File: src/rtl/aes_pkg.sv
// rtl/aes_pkg.sv - AES key-schedule helpers, size formulas and controller state encoding
package aes_pkg;

    typedef enum logic [1:0] {
        IDLE   = 2'd0,
        LOAD   = 2'd1,
        EXPAND = 2'd2,
        DONE   = 2'd3
    } ks_state_e;

    function automatic int nr_of(input int nk);
        return nk + 6;
    endfunction

    function automatic int nw_of(input int nk);
        return 4 * (nr_of(nk) + 1);
    endfunction

    // ceil(NW/NK) - 1: the last step may produce words beyond NW, which are dropped
    function automatic int nstep_of(input int nk);
        return (nw_of(nk) + nk - 1) / nk - 1;
    endfunction

    function automatic logic [7:0] xtime(input logic [7:0] a);
        return {a[6:0], 1'b0} ^ (a[7] ? 8'h1b : 8'h00);
    endfunction

    function automatic logic [7:0] gf_mul(input logic [7:0] a, input logic [7:0] b);
        logic [7:0] p;
        logic [7:0] x;
        p = 8'h00;
        x = a;
        for (int i = 0; i < 8; i++) begin
            if (b[i]) p = p ^ x;
            x = xtime(x);
        end
        return p;
    endfunction

    // Multiplicative inverse as a^254 (254 = 8'b1111_1110); 0 maps to 0
    function automatic logic [7:0] gf_inv(input logic [7:0] a);
        logic [7:0] r;
        logic [7:0] base;
        r    = 8'h01;
        base = a;
        for (int i = 0; i < 8; i++) begin
            if (i != 0) r = gf_mul(r, base);
            base = gf_mul(base, base);
        end
        return r;
    endfunction

    // S-box computed as inverse followed by the affine transform
    function automatic logic [7:0] aes_sbox(input logic [7:0] a);
        logic [7:0] b;
        b = gf_inv(a);
        return b ^ {b[6:0], b[7]} ^ {b[5:0], b[7:6]} ^ {b[4:0], b[7:5]}
                 ^ {b[3:0], b[7:4]} ^ 8'h63;
    endfunction

    function automatic logic [31:0] sub_word(input logic [31:0] w);
        return {aes_sbox(w[31:24]), aes_sbox(w[23:16]), aes_sbox(w[15:8]), aes_sbox(w[7:0])};
    endfunction

    function automatic logic [7:0] rcon(input logic [3:0] step);
        logic [7:0] r;
        case (step)
            4'd1:    r = 8'h01;
            4'd2:    r = 8'h02;
            4'd3:    r = 8'h04;
            4'd4:    r = 8'h08;
            4'd5:    r = 8'h10;
            4'd6:    r = 8'h20;
            4'd7:    r = 8'h40;
            4'd8:    r = 8'h80;
            4'd9:    r = 8'h1b;
            4'd10:   r = 8'h36;
            default: r = 8'h00;
        endcase
        return r;
    endfunction

endpackage

File: src/rtl/key_expand_step.sv
// rtl/key_expand_step.sv - one combinational key-expansion step producing NK new words
module key_expand_step
    import aes_pkg::*;
#(
    parameter int NK = 4
) (
    input  logic [3:0]       round,
    input  logic [32*NK-1:0] key,
    output logic [32*NK-1:0] keyOut
);

    logic [31:0] last_w;
    logic [31:0] acc;

    // Chain the NK words: word 0 takes RotWord/SubWord/Rcon, NK=8 adds SubWord at word 4
    always_comb begin
        keyOut = '0;
        last_w = key[31:0];
        acc    = key[32*NK-1 -: 32] ^ sub_word({last_w[23:0], last_w[31:24]})
                 ^ {rcon(round), 24'h000000};
        keyOut[32*NK-1 -: 32] = acc;
        for (int i = 1; i < NK; i++) begin
            if (NK == 8 && i == 4)
                acc = sub_word(acc) ^ key[32*(NK-1-i) +: 32];
            else
                acc = acc ^ key[32*(NK-1-i) +: 32];
            keyOut[32*(NK-1-i) +: 32] = acc;
        end
    end

endmodule

File: src/rtl/key_schedule_ctrl.sv
// rtl/key_schedule_ctrl.sv - sequences key expansion and serves round keys as they complete
module key_schedule_ctrl
    import aes_pkg::*;
#(
    parameter int NK = 4
) (
    input  logic              clk,
    input  logic              rst_n,
    input  logic              start,
    input  logic [32*NK-1:0]  key_in,
    output logic              busy,
    output logic              done,
    input  logic [3:0]        rk_idx,
    output logic [127:0]      rk_data,
    output logic              rk_valid
);

    localparam int NR    = nr_of(NK);
    localparam int NW    = nw_of(NK);
    localparam int NSTEP = nstep_of(NK);

    localparam logic [3:0] NR_L    = 4'(NR);
    localparam logic [3:0] NSTEP_L = 4'(NSTEP);
    localparam logic [6:0] NW_W    = 7'(NW);
    localparam logic [5:0] NW_C    = 6'(NW);
    localparam logic [6:0] NK_W    = 7'(NK);
    localparam logic [5:0] NK_C    = 6'(NK);

    ks_state_e        state_q, state_d;
    logic [3:0]       step_q, step_d;
    logic [5:0]       vcnt_q, vcnt_d;
    logic [32*NK-1:0] work_q, work_d;
    logic [32*NK-1:0] step_out;
    logic [6:0]       vsum;
    logic [5:0]       waddr [NK];
    logic [5:0]       rk_base;
    logic [31:0]      words_q [NW];

    key_expand_step #(.NK(NK)) u_step (
        .round  (step_q),
        .key    (work_q),
        .keyOut (step_out)
    );

    // Control state register with asynchronous clear
    always_ff @(posedge clk or negedge rst_n) begin
        if (!rst_n) begin
            state_q <= IDLE;
            step_q  <= '0;
            vcnt_q  <= '0;
            work_q  <= '0;
        end else begin
            state_q <= state_d;
            step_q  <= step_d;
            vcnt_q  <= vcnt_d;
            work_q  <= work_d;
        end
    end

    // Next-state, step/valid-count bookkeeping and status outputs
    always_comb begin
        state_d = state_q;
        step_d  = step_q;
        vcnt_d  = vcnt_q;
        work_d  = work_q;
        busy    = 1'b0;
        done    = 1'b0;
        vsum    = {1'b0, vcnt_q} + NK_W;
        case (state_q)
            IDLE: begin
                if (start) state_d = LOAD;
            end
            LOAD: begin
                busy    = 1'b1;
                work_d  = key_in;
                step_d  = 4'd1;
                vcnt_d  = NK_C;
                state_d = EXPAND;
            end
            EXPAND: begin
                busy   = 1'b1;
                work_d = step_out;
                vcnt_d = (vsum > NW_W) ? NW_C : vsum[5:0];
                if (step_q == NSTEP_L) state_d = DONE;
                else                   step_d  = step_q + 4'd1;
            end
            DONE: begin
                done = 1'b1;
                if (start) begin
                    state_d = LOAD;
                    vcnt_d  = '0;
                end
            end
            default: state_d = IDLE;
        endcase
    end

    // Buffer slot for each of the NK words produced by the current step
    always_comb begin
        for (int i = 0; i < NK; i++) waddr[i] = 6'(int'(step_q) * NK + i);
    end

    // Word buffer: cipher key in LOAD, step output in EXPAND; slots past NW are dropped
    always_ff @(posedge clk) begin
        if (state_q == LOAD) begin
            for (int i = 0; i < NK; i++) words_q[i] <= key_in[32*(NK-1-i) +: 32];
        end else if (state_q == EXPAND) begin
            for (int i = 0; i < NK; i++) begin
                if (waddr[i] < NW_C) words_q[waddr[i]] <= step_out[32*(NK-1-i) +: 32];
            end
        end
    end

    // Round-key read port: valid once all four words are written, zero otherwise
    always_comb begin
        rk_valid = 1'b0;
        rk_data  = '0;
        rk_base  = {rk_idx, 2'b00};
        if (rk_idx <= NR_L && {1'b0, vcnt_q} >= ({1'b0, rk_base} + 7'd4)) begin
            rk_valid = 1'b1;
            rk_data  = {words_q[rk_base], words_q[rk_base + 6'd1],
                        words_q[rk_base + 6'd2], words_q[rk_base + 6'd3]};
        end
    end

endmodule

File: config.mk
export PLATFORM = sky130hd
export DESIGN_NAME = key_schedule_ctrl
export DESIGN_NICKNAME = d
export VERILOG_FILES = /design/src/rtl/aes_pkg.sv /design/src/rtl/key_expand_step.sv /design/src/rtl/key_schedule_ctrl.sv
export SDC_FILE = /design/constraint.sdc
export NUM_CORES = 2
export LEC_CHECK = 0
export CORE_MARGIN = 2
export CORE_UTILIZATION = 30
export CTS_CLUSTER_DIAMETER = 40
export CTS_CLUSTER_SIZE = 24
export DETAILED_ROUTE_END_ITERATION = 7
export PLACE_DENSITY_LB_ADDON = 0.2
export SKIP_LAST_GASP = 1
export SLEW_MARGIN = 20
export SYNTH_ARGS = -nofsm -noshare
export SYNTH_HDL_FRONTEND = slang
export SYNTH_SLANG_ARGS = --single-unit
File: constraint.sdc
create_clock -name clk -period 39.6 [get_ports clk]
set_input_delay 7.92 -clock clk [delete_from_list [all_inputs] [get_ports clk]]
set_output_delay 7.92 -clock clk [all_outputs]
set_load 0.01 [all_outputs]
==> impl_metrics.yaml <==
sta:
  tightest_slew_ns: 1.24
  setup_violations: 0
  min_period_over_period_pct: 51.7
  clock-skew-final_ns: 0.0821
  maxSlewHeadroom_pct: 16.5
  min_period_ns: 20.46
  slew_violations: 0
  fmax_mhz: 48.9
  tns_ns: 0
  rsz0062_at_grt: "false"
  finalHoldViolCount: 0
critical_path:
  critical_path_arrival_ns: 12.54
  endpoint_kind: "primary output"
  start_kind: "input pin"
  cp_max_fo: 67
  critPathRequiredTime_ns: 31.68
  critical_path_class: "input pin to primary output"
logic_synthesis:
  yosysWarnings: 0
  syn_inst: 11600
  synth_top_area_cell: "edfxtp_1"
  syn_area_sq_mm: 0.119
  synth_top_family_by_area: "XOR/XNOR gates"
  syn_avg_cell_area_sq_um: 10.3
  yosysSeqAreaShare_pct: 38.3
  yosys-top-cells-area: "edfxtp_1 (35%), xnor2_1 (13%), mux4_2 (4.9%), xnor3_1 (4.6%), nor2_1 (4.1%)"
  yosys_most_used_dff: "edfxtp_1"
  ys_ff_latch: 1546
  synth-xor-area-share_pct: 25.1
  synth_compound_area_share_pct: 12.2
  synth_top_area_share_pct: 35.4
  async_reset_ff_share_pct: 8.93
  synth-simple-area-share_pct: 12.5
  synth_edf_count: 1408
  synthAdderAreaFrac_pct: 0.424
  muxShareOfSynthArea_pct: 8.22
  ys_types: 127
  syn_nets: 11800
cts:
  cts-htree-levels: 4
  clockBufferDepth: 4
  cts-buffers-inserted: 160
  ctsRootBufferMaster: "clkbuf_16"
  clk_pin_slew_worst_paths_ns: 0.06
  post-cts-setup-buffers: 0
  cts.repair.resized: 0
  clock_latency_ns: 0.86
  clock_sinks: 1546
  holdBufCountCts: 0
  tritoncts: "built"
drt:
  postRouteAntennaNets: 0
  vias: 88400
  firstDrtPassIters: 6
  drtIter0Drc: 7609
  routedWlPerCell_microns: 24.2
  drc: 0
  vias_per_cell: 5.20
  drt_wl_total_microns: 412000
layout:
  final.fill_count: 39900
  multiInputGateArea_sq_mm: 0.0706
  nets: 11800
  regArea_sq_mm: 0.0457
  drive_gt1_share_pct: 12.0
  areaGrowthSynthToFinish_pct: 13.0
min_path:
  hp-class: "flop to flop"
die:
  die_y_microns: 635
  dieArea_sq_mm: 0.403
  rows: 231
  ios: 266
  initial_core_util_pct: 30.1
  die-width_microns: 635
  coreArea_sq_mm: 0.396
grt:
  grt-ovfl-total: 0
  antenna_found_initial: 16
  track_usage_pct: 19.9
  grt_pass1_vias: 84900
  grt_pass1_wl_microns: 602000
  grt_max_degree: 147
job:
  drv_cap: 0
outcome:
  status: "finished, final reports clean"
placed_design:
  post-dp-hpwl_microns: 283000
  port-buffer-count: 265
  routabilityCongestion: 0.858
-- path summary, 6_finish.rpt --
check                                      endpoint  depth (start not counted)  slack, ns               startpoint
min reg2reg                 work_q[115]$_DFFE_PN0P_                          2       0.50  work_q[115]$_DFFE_PN0P_
min                         work_q[115]$_DFFE_PN0P_                          2       0.50  work_q[115]$_DFFE_PN0P_
max                                     rk_data[34]                         12      19.14                rk_idx[0]
min in group asynchronous    work_q[67]$_DFFE_PN0P_                          1       7.10                    rst_n
max in group asynchronous     work_q[9]$_DFFE_PN0P_                          2      31.22                    rst_n
max reg2reg                words_q[3][28]$_DFFE_PP_                         64      19.23   work_q[23]$_DFFE_PN0P_
-- sequential cells by signal (all words and copies together), names as in the netlist --
| signal | flops |
|---|---|
| state_q | 2 |
| step_q | 4 |
| vcnt_q | 4 |
| words_q | 1408 |
| work_q | 128 |
-- routing by layer --
metal,vias up,wire length [microns],global-route usage [%]
met2,2298,198000,33.6
met4,4,10600,5.07
met3,348,17900,1.76
met1,44300,186000,27.2
li1,41500,-,-
met5,-,30,0
-- cell type report --
| class | instances | share of cell area (%) |
|---|---|---|
| multi-input combinational | 9119 | 52.4 |
| sequential | 1546 | 33.9 |
| tap | 5242 | 4.87 |
| timing repair buffer | 673 | 4.34 |
| clock buffer | 179 | 3.07 |
| clock inverter | 100 | 0.976 |
| inverter | 144 | 0.405 |
| antenna | 13 | 0.0241 |
-- Yosys cell counts, types with 245 or more instances --
master / instances
nor2_1: 1318
a21oi_1: 614
nand2_1: 1166
xnor3_1: 245
mux4_2: 259
o21ai_0: 508
xnor2_1: 1716
a211oi_1: 341
mux2i_1: 320
edfxtp_1: 1408
clkbuf_1: 549
xor2_1: 485
-- cell usage in the layout, fill, tap and decap left out, drive strengths merged, types with 138 or more instances in the layout --
master | synthesis | routed
xnor2 | 1867 | 1867
edfxtp | 1408 | 1408
nor2 | 1323 | 1323
nand2 | 1166 | 1166
a21oi | 616 | 616
o21ai | 539 | 539
xor2 | 531 | 531
buf | 243 | 412
a211oi | 344 | 344
mux2i | 322 | 322
xnor3 | 270 | 270
clkdlybuf4s50 | 0 | 260
mux4 | 259 | 259
nand3 | 243 | 243
nor3 | 204 | 204
nor2b | 194 | 194
clkbuf | 550 | 180
inv | 136 | 170
dfrtp | 138 | 138
-- through the flow --
step           instances  cell area [sq um]  setup slack [ns]  hold slack (ns)  utilization, %
4_1_cts            17000             135000             19.13            0.510            34.0
5_1_grt            17000             135000             17.47            0.541            34.0
6_report           17000             135000             19.14            0.504            34.0
3_3_place_gp       16700             129000             19.14            0.487            32.6
3_5_place_dp       16700             129000             19.14            0.496            32.6
2_1_floorplan      11600             119000             20.09            0.469               -
-- worst max-delay path: stages --
cell and delay, ns:
buf_8 0.39, inv_1 0.15, ha_1 0.33, ha_1 0.28, a21oi_1 0.14, nor2b_1 0.06, o21a_1 0.19, o21ai_4 0.37
buf_4 0.88, buf_4 0.75, a211oi_2 0.15, clkdlybuf4s50_1 0.55
-- cells by family after synthesis --
logic type,after synthesis
DFF,1546
buffers and inverters,937
xor gates and xnor gates,2709
muxes,647
and+or+nand+nor,3454
AOI/OAI and AO/OA,2268
adders and majority gates,41
Power is left out: the tool's default activity adds up to more than one toggle a clock period on the data nets, which glitch-free logic cannot reach.
